$ cat src/rtl/pipeline_control.sv
`default_nettype none
// ============================================================================
// pipeline_control : LC-3b stall/flush sequencer with redirect hold and
//                    stall/flush performance counters
// Rev 1.0
// ============================================================================
module pipeline_control (
  input  logic        clk,
  input  logic        reset,
  input  logic        bubble_enable,
  input  logic        icache_read,
  input  logic        icache_resp,
  input  logic        dcache_read,
  input  logic        dcache_write,
  input  logic        dcache_resp,
  input  logic        branch_taken,
  input  logic [15:0] branch_target,
  output logic        load_pc,
  output logic        load_if_id,
  output logic        load_id_ex,
  output logic        load_ex_mem,
  output logic        load_mem_wb,
  output logic        flush_if_id,
  output logic        flush_id_ex,
  output logic        flush_ex_mem,
  output logic        pc_redirect,
  output logic [15:0] pc_target,
  output logic [15:0] dstall_count,
  output logic [15:0] istall_count,
  output logic [15:0] flush_count
);

  typedef enum logic [0:0] {
    RUN           = 1'b0,
    REDIRECT_WAIT = 1'b1
  } state_t;

  state_t      state_q, state_d;
  logic [15:0] redirect_target_q, redirect_target_d;
  logic [15:0] dstall_q, dstall_d;
  logic [15:0] istall_q, istall_d;
  logic [15:0] flush_q, flush_d;

  logic d_stall;
  logic i_stall;

  assign d_stall = (dcache_read | dcache_write) & ~dcache_resp;
  assign i_stall = icache_read & ~icache_resp;

  assign dstall_count = dstall_q;
  assign istall_count = istall_q;
  assign flush_count  = flush_q;

  always_comb begin
    state_d           = state_q;
    redirect_target_d = redirect_target_q;
    dstall_d          = dstall_q;
    istall_d          = istall_q;
    flush_d           = flush_q;
    load_pc           = 1'b0;
    load_if_id        = 1'b0;
    load_id_ex        = 1'b0;
    load_ex_mem       = 1'b0;
    load_mem_wb       = 1'b0;
    flush_if_id       = 1'b0;
    flush_id_ex       = 1'b0;
    flush_ex_mem      = 1'b0;
    pc_redirect       = 1'b0;
    pc_target         = 16'h0000;

    if (!reset) begin
      if (d_stall) begin
        dstall_d = dstall_q + 16'd1;
      end

      unique case (state_q)
        RUN: begin
          pc_target = branch_target;
          // A D-cache stall freezes everything; MEM will re-present any branch.
          if (d_stall) begin
            load_pc = 1'b0;
          end else if (branch_taken) begin
            load_if_id   = 1'b1;
            load_id_ex   = 1'b1;
            load_ex_mem  = 1'b1;
            load_mem_wb  = 1'b1;
            flush_if_id  = 1'b1;
            flush_id_ex  = 1'b1;
            flush_ex_mem = 1'b1;
            flush_d      = flush_q + 16'd1;
            if (i_stall) begin
              redirect_target_d = branch_target;
              state_d           = REDIRECT_WAIT;
            end else begin
              load_pc     = 1'b1;
              pc_redirect = 1'b1;
            end
          end else if (i_stall || bubble_enable) begin
            load_id_ex  = 1'b1;
            flush_id_ex = 1'b1;
            load_ex_mem = 1'b1;
            load_mem_wb = 1'b1;
            if (i_stall) begin
              istall_d = istall_q + 16'd1;
            end
          end else begin
            load_pc     = 1'b1;
            load_if_id  = 1'b1;
            load_id_ex  = 1'b1;
            load_ex_mem = 1'b1;
            load_mem_wb = 1'b1;
          end
        end

        REDIRECT_WAIT: begin
          pc_target = redirect_target_q;
          if (!d_stall) begin
            load_if_id  = 1'b1;
            flush_if_id = 1'b1;
            load_id_ex  = 1'b1;
            flush_id_ex = 1'b1;
            load_ex_mem = 1'b1;
            load_mem_wb = 1'b1;
            if (branch_taken) begin
              redirect_target_d = branch_target;
              flush_d           = flush_q + 16'd1;
            end
          end
          // The PC side only waits on the fetch, not on the data cache.
          if (!i_stall) begin
            load_pc     = 1'b1;
            pc_redirect = 1'b1;
            state_d     = RUN;
          end
        end

        default: begin
          state_d = RUN;
        end
      endcase
    end
  end

  always_ff @(posedge clk) begin
    if (reset) begin
      state_q           <= RUN;
      redirect_target_q <= 16'h0000;
      dstall_q          <= 16'h0000;
      istall_q          <= 16'h0000;
      flush_q           <= 16'h0000;
    end else begin
      state_q           <= state_d;
      redirect_target_q <= redirect_target_d;
      dstall_q          <= dstall_d;
      istall_q          <= istall_d;
      flush_q           <= flush_d;
    end
  end

endmodule
`default_nettype wire

$ cat config.mk
export PLATFORM = sky130hd
export DESIGN_NAME = pipeline_control
export DESIGN_NICKNAME = d
export VERILOG_FILES = /design/src/rtl/pipeline_control.sv
export SDC_FILE = /design/constraint.sdc
export NUM_CORES = 1
export LEC_CHECK = 0
export ABC_AREA = 1
export BUFFER_PORTS_ARGS = -buffer_cell sky130_fd_sc_hd__buf_4
export CORE_MARGIN = 2
export CORE_UTILIZATION = 35
export DETAILED_ROUTE_END_ITERATION = 12
export PLACE_DENSITY_LB_ADDON = 0.15
export SETUP_SLACK_MARGIN = 0.4
export SYNTH_ARGS = -nofsm -noshare
export SYNTH_HDL_FRONTEND = slang
export SYNTH_SLANG_ARGS = --single-unit
export TNS_END_PERCENT = 20
$ cat constraint.sdc
create_clock -name clk -period 3.1 [get_ports clk]
set_input_delay 0.465 -clock clk [delete_from_list [all_inputs] [get_ports clk]]
set_output_delay 0.465 -clock clk [all_outputs]
set_load 0.02 [all_outputs]
==> impl_metrics.env, run 1 <==
export IMPL_drc=0
export IMPL_ir_drop_mv=0.171
export IMPL_grt_pass1_vias=3202
export IMPL_clock_latency_ns=0.33
export IMPL_status="completed"
export IMPL_dieHeight_um=104
export IMPL_yosysSeqAreaShare_pct=37.2
export IMPL_wirelength_mm=8.59
export IMPL_clkPwrFrac_pct=35.9
export IMPL_switchingPower_w=0.000461
export IMPL_clk_pin_slew_ns=0.07
export IMPL_dp_hpwl_mm=6.32
export IMPL_period_minus_slack_ns=2.13
export IMPL_grt_first_pass_wirelength_mm=14.6
export IMPL_final_common_cell="nand2_1"
export IMPL_cp_required_ns=2.63
export IMPL_pwr_share_seq_pct=51.1
export IMPL_cp_max_fo=8
export IMPL_final_cell_mix="126 x nand2_1, 112 x nor2_1, 98 x buf_4, 78 x inv_1, 65 x dfxtp_1"
export IMPL_combPwrFrac_pct=13.0
export IMPL_cts_tree="built"
export IMPL_root_buffer="clkbuf_8"
export IMPL_post_cts_setup_buffers=0
export IMPL_end_kind="primary output"
export IMPL_antenna_found_initial=0
export IMPL_relSlewSlack_pct=48.0
export IMPL_yosys_warnings=0
export IMPL_worstMarginPinSlew_ns=0.777
export IMPL_ys_flop_type="dfxtp_1"
export IMPL_period_share_pct=68.6
export IMPL_p_int_w=0.00123
export IMPL_synth_area_per_cell_um2=6.43
export IMPL_place_gp_congestion=0.836
export IMPL_synthArstFlopShare_pct=0
export IMPL_grt_setup_unrepaired="no"
export IMPL_start_util_pct=36.0
export IMPL_hold_path_class="in2reg"
export IMPL_numPortBuffers=97
export IMPL_drt_iter0_drc=142
export IMPL_pin_count=98
export IMPL_synth_nets=572
export IMPL_grt_max_degree=64
export IMPL_clkSinkCount=65
export IMPL_grt_busiest_layer="met2"
export IMPL_layout_drive_gt1_share_pct=19.8
export IMPL_fin_skew_ns=0.00680
export IMPL_die_x_um=104
export IMPL_fin_tns_setup_ns=0
export IMPL_area_growth_pct=27.6
export IMPL_arrival_ns=1.66
export IMPL_yosys_area_top_type="dfxtp_1"
export IMPL_grt_overflow=0
export IMPL_synth_cell_types=35
export IMPL_num_vias=3496
export IMPL_ctsHoldBuffers=0
export IMPL_use_met2_pct=25.7
export IMPL_p_leak_nw=2.09
export IMPL_rows=36
export IMPL_crit_path_start_kind="primary input"
export IMPL_dr_pass1_iters=4
export IMPL_pre_cts_slack_ns=0.921
export IMPL_netSwitchingFraction_pct=27.3
export IMPL_vias_per_cell=4.52
export IMPL_numCtsBuffers=9
export IMPL_dieArea_um2=10800
export IMPL_finalHoldViolCount=0
export IMPL_drv_slew=0
export IMPL_grt_usage_pct=16.1
export IMPL_synth_seq_cells=65
export IMPL_syn_area_um2=3500
export IMPL_fin_ws_ns=0.973
export IMPL_synth_top_cell_area_share_pct=37.2
export IMPL_power_density_nw_per_um2=378
export IMPL_gr_usage_met3_pct=4.01
export IMPL_max_freq_mhz=470
export IMPL_drv_cap=0
export IMPL_finalSetupViolations=0
export IMPL_ys_top_cells_by_area="dfxtp_1 37%, nand2_1 14%, nor2_1 12%"
export IMPL_diodes=0
export IMPL_ant_nets=0
export IMPL_cts_resized=0
export IMPL_synth_edff_count=0
export IMPL_nets=664
export IMPL_fp_coreArea_um2=9730
export IMPL_htreeDepth=3
export IMPL_detail_route_wl_per_cell_um=11.1
export IMPL_clk_path_buf_depth=2
export IMPL_critPathKind="in2out"
export IMPL_syn_inst=544
export IMPL_grt_use_met1_pct=20.9
[stage by stage]
step | utilization [%] | cells | power [W] | instance area (um^2) | hold slack (ns)
global route | 45.9 | 774 | 0.00178 | 4460 | 0.362
global placement | 44.3 | 758 | 0.00110 | 4310 | 0.477
detailed placement | 44.3 | 758 | 0.00110 | 4310 | 0.487
floorplan | - | 544 | 0.00101 | 3500 | 0.495
finish | 45.9 | 774 | 0.00169 | 4460 | 0.364
CTS | 45.9 | 774 | 0.00172 | 4460 | 0.344
[state kept, by name (all words and copies together), names as in the netlist]
| name | count |
|---|---|
| dstall_count | 16 |
| flush_count | 16 |
| istall_count | 16 |
| redirect_target_q | 16 |
| state_q | 1 |
[critical path, stage by stage]
cell      delay (ns)
buf_4           0.12
o21bai_4        0.27
nand2_8         0.15
inv_8           0.10
o21ai_0         0.11
o21ai_0         0.25
buf_4           0.19
[per-layer routing]
metal	vias up	routed length, um	part of all wire [%]
met1	1517	4210	49
li1	1883	-	-
met4	0	104	1.2
met2	88	3740	43
met5	-	0	0
met3	8	540	6.3
[logic make-up after synthesis]
family,synth area share [%]
buffers and inverters,12.0
DFF,37.2
adders and majority gates,1.07
and+or+nand+nor,37.0
xor gates and xnor gates,0.751
AOI/OAI and AO/OA,11.9
[cell usage after synthesis (2+ instances only)]
cell type	n
a21oi_1	32
buf_2	4
buf_4	3
buf_6	4
clkbuf_1	7
dfxtp_1	65
ha_1	3
inv_1	78
nand2_1	126
nand3_1	28
nand4_1	12
nor2_1	112
nor2_2	2
nor2_4	5
nor3_1	7
o21ai_0	36
xor2_1	2
[final cells by class]
| class | instances | area, um^2 |
|---|---|---|
| Inverter | 80 | 308 |
| Multi-Input combinational cell | 381 | 1780 |
| Tap cell | 133 | 166 |
| Clock buffer | 13 | 139 |
| Sequential cell | 65 | 1300 |
| Clock inverter | 3 | 17.5 |
| Timing Repair Buffer | 99 | 756 |
| Fill cell | 1039 | 5270 |
[worst paths after layout]
| path | cells past startpoint | to | start | slack (ns) |
|---|---|---|---|---|
| worst min register to register | 1 | dstall_count[2] | dstall_count[2] | 0.50 |
| worst max-delay path | 7 | load_pc | dcache_write | 0.97 |
| worst max register to register | 5 | redirect_target_q[13] | state_q | 1.53 |
| worst min-delay path | 3 | redirect_target_q[7] | branch_target[7] | 0.36 |
[power groups by stage]
stage	combinational, W	clock, W	sequential, W
finish	0.000220	0.000606	0.000862
floorplan	0.000129	0	0.000886
CTS	0.000223	0.000632	0.000862
global route	0.000245	0.000675	0.000864
global placement	0.000219	0	0.000881
detailed placement	0.000222	0	0.000881
Note: power is estimated with default switching activity, not from simulation.
==> run 2, diff against run 1 <==
- clock period: 3.1 -> 2.1 ns (I/O delays scaled with it)
==> impl_metrics.env, run 2 (synthesis gave the netlist of run 1 again) <==
export IMPL_hold_path_depth=3
export IMPL_die_x_um=104
export IMPL_drv_slew=0
export IMPL_wirelength_mm=9.42
export IMPL_dp_cells=759
export IMPL_relSlewSlack_pct=46.2
export IMPL_p_leak_nw=2.18
export IMPL_critPathKind="reg2out"
export IMPL_grt_setup_unrepaired="yes"
export IMPL_arrival_ns=1.37
export IMPL_crit_path_start_kind="register"
export IMPL_gr_usage_met3_pct=5.14
export IMPL_final_cell_mix="125 x nand2_1, 112 x nor2_1, 102 x buf_4, 77 x inv_1, 63 x dfxtp_1"
export IMPL_hold_path_class="in2reg"
export IMPL_grt_first_pass_wirelength_mm=14.8
export IMPL_rrSetupSlack_ns=0.59
export IMPL_power_w=0.00270
export IMPL_grt_busiest_layer="met2"
export IMPL_utilization_pct=48.3
export IMPL_dr_pass1_iters=4
export IMPL_r2r_start="istall_count[1]"
export IMPL_pin_count=98
export IMPL_pwr_share_seq_pct=47.2
export IMPL_final_common_cell="nand2_1"
export IMPL_power_density_nw_per_um2=574
export IMPL_cp_max_fo=16
export IMPL_max_freq_mhz=594
export IMPL_ir_drop_mv=0.329
export IMPL_root_buffer="clkbuf_8"
export IMPL_clk_path_buf_depth=2
export IMPL_ff2ff_path_depth=7
export IMPL_clkPwrFrac_pct=39.3
export IMPL_combPwrFrac_pct=13.5
export IMPL_fin_ws_ns=0.415
export IMPL_ctsHoldBuffers=0
export IMPL_slowest_delay_ns=0.41
export IMPL_cp_required_ns=1.78
export IMPL_crit_buf_inv=2
export IMPL_period_share_pct=80.2
export IMPL_netSwitchingFraction_pct=26.3
export IMPL_htreeDepth=3
export IMPL_vias_per_cell=4.67
export IMPL_fin_tns_setup_ns=0
export IMPL_antenna_found_initial=0
export IMPL_place_gp_congestion=0.781
export IMPL_fillers=1063
export IMPL_use_met2_pct=26.8
export IMPL_drc=0
export IMPL_clk_pin_slew_ns=0.07
export IMPL_grt_usage_pct=16.3
export IMPL_final_cells=783
export IMPL_detail_route_wl_per_cell_um=12.0
export IMPL_grt_pass1_vias=3194
export IMPL_numCtsBuffers=9
export IMPL_numPortBuffers=97
export IMPL_clock_latency_ns=0.34
export IMPL_cts_tree="built"
export IMPL_grt_overflow=0
export IMPL_period_minus_slack_ns=1.68
export IMPL_switchingPower_w=0.000708
export IMPL_worstMarginPinSlew_ns=0.804
export IMPL_crit_slowest_cell="dfxtp_4"
export IMPL_start_util_pct=36.0
export IMPL_finalSetupViolations=0
export IMPL_crit_family="flip-flops"
export IMPL_dp_hpwl_mm=6.42
export IMPL_pre_cts_slack_ns=0.215
export IMPL_end_kind="primary output"
export IMPL_multi_input_area_um2=1820
export IMPL_hold_path_endpoint="redirect_target_q[12]"
export IMPL_area_growth_pct=34.2
export IMPL_regArea_um2=1310
export IMPL_drt_iter0_drc=162
export IMPL_crit_path_cell_trace="clkbuf_16, nor3_1, buf_4"
export IMPL_p_int_w=0.00199
export IMPL_fp_coreArea_um2=9730
export IMPL_num_vias=3654
export IMPL_fin_skew_ns=0.0127
export IMPL_hp_start="branch_target[12]"
export IMPL_ant_nets=0
export IMPL_diodes=0
export IMPL_status="completed"
export IMPL_drv_cap=0
export IMPL_clkSinkCount=65
export IMPL_layout_drive_gt1_share_pct=23.4
export IMPL_finalHoldViolCount=0
export IMPL_nets=673
export IMPL_timing_rr_end="istall_count[8]"
export IMPL_grt_use_met1_pct=20.3
export IMPL_rows=36
export IMPL_dieHeight_um=104
export IMPL_grt_max_degree=56
export IMPL_dieArea_um2=10800
[run 2: cell type report]
cell class,count,area share [%]
flip-flops and latches,65,27.8
clock inverters,3,0.852
multi-input cells,381,38.8
well taps,133,3.54
clock buffers,13,3.17
repair buffers,108,19.3
inverters,80,6.55
[run 2: per-stage QoR]
step           cell area (um^2)  hold slack [ns]
4_1_cts                    4530            0.192
3_5_place_dp               4320            0.483
5_1_grt                    4700            0.212
3_3_place_gp               4320            0.478
6_report                   4700            0.213
2_1_floorplan              3500            0.450
[run 2: repair_timing]
item | in CTS | in global routing
buffers inserted | 1 | 3
resized for setup | 7 | 27
pin swaps | 1 | 3
endpoints found under the setup margin | 19 | 18
cloned | 0 | 4
[run 2: worst max-delay path by stage]
stage,from,endpoint,slack [ns],depth (start not counted)
2_1_floorplan,dcache_write,load_pc,0.42,5
3_3_place_gp,dcache_write,load_pc,0.26,7
3_5_place_dp,dcache_write,load_pc,0.22,7
4_1_cts,state_q,pc_target[7],0.39,4
5_1_grt,state_q,pc_target[1],0.35,4
6_report,state_q,flush_ex_mem,0.42,3
[run 2: power groups by stage]
stage	Combinational, W	Sequential, W	Clock (W)
2_1_floorplan	0.000190	0.00131	0
3_3_place_gp	0.000323	0.00130	0
3_5_place_dp	0.000329	0.00130	0
4_1_cts	0.000334	0.00127	0.00110
5_1_grt	0.000400	0.00128	0.00115
6_report	0.000364	0.00127	0.00106
[run 2: layer usage]
layer  vias to the layer above  part of all wire, %
li1                       1900                    -
met1                      1636                   47
met2                       108                   45
met3                        10                  7.2
met4                         0                 0.88
met5                         -                    0
[run 2: worst reg2reg max path, cell delays in order, from the launching register on]
cell and delay (ns):
dfxtp_1 0.41, ha_1 0.25, nand3_1 0.09, nor2_1 0.31, nand2_1 0.13, o21bai_1 0.13, inv_1 0.05, nor2_1 0.08
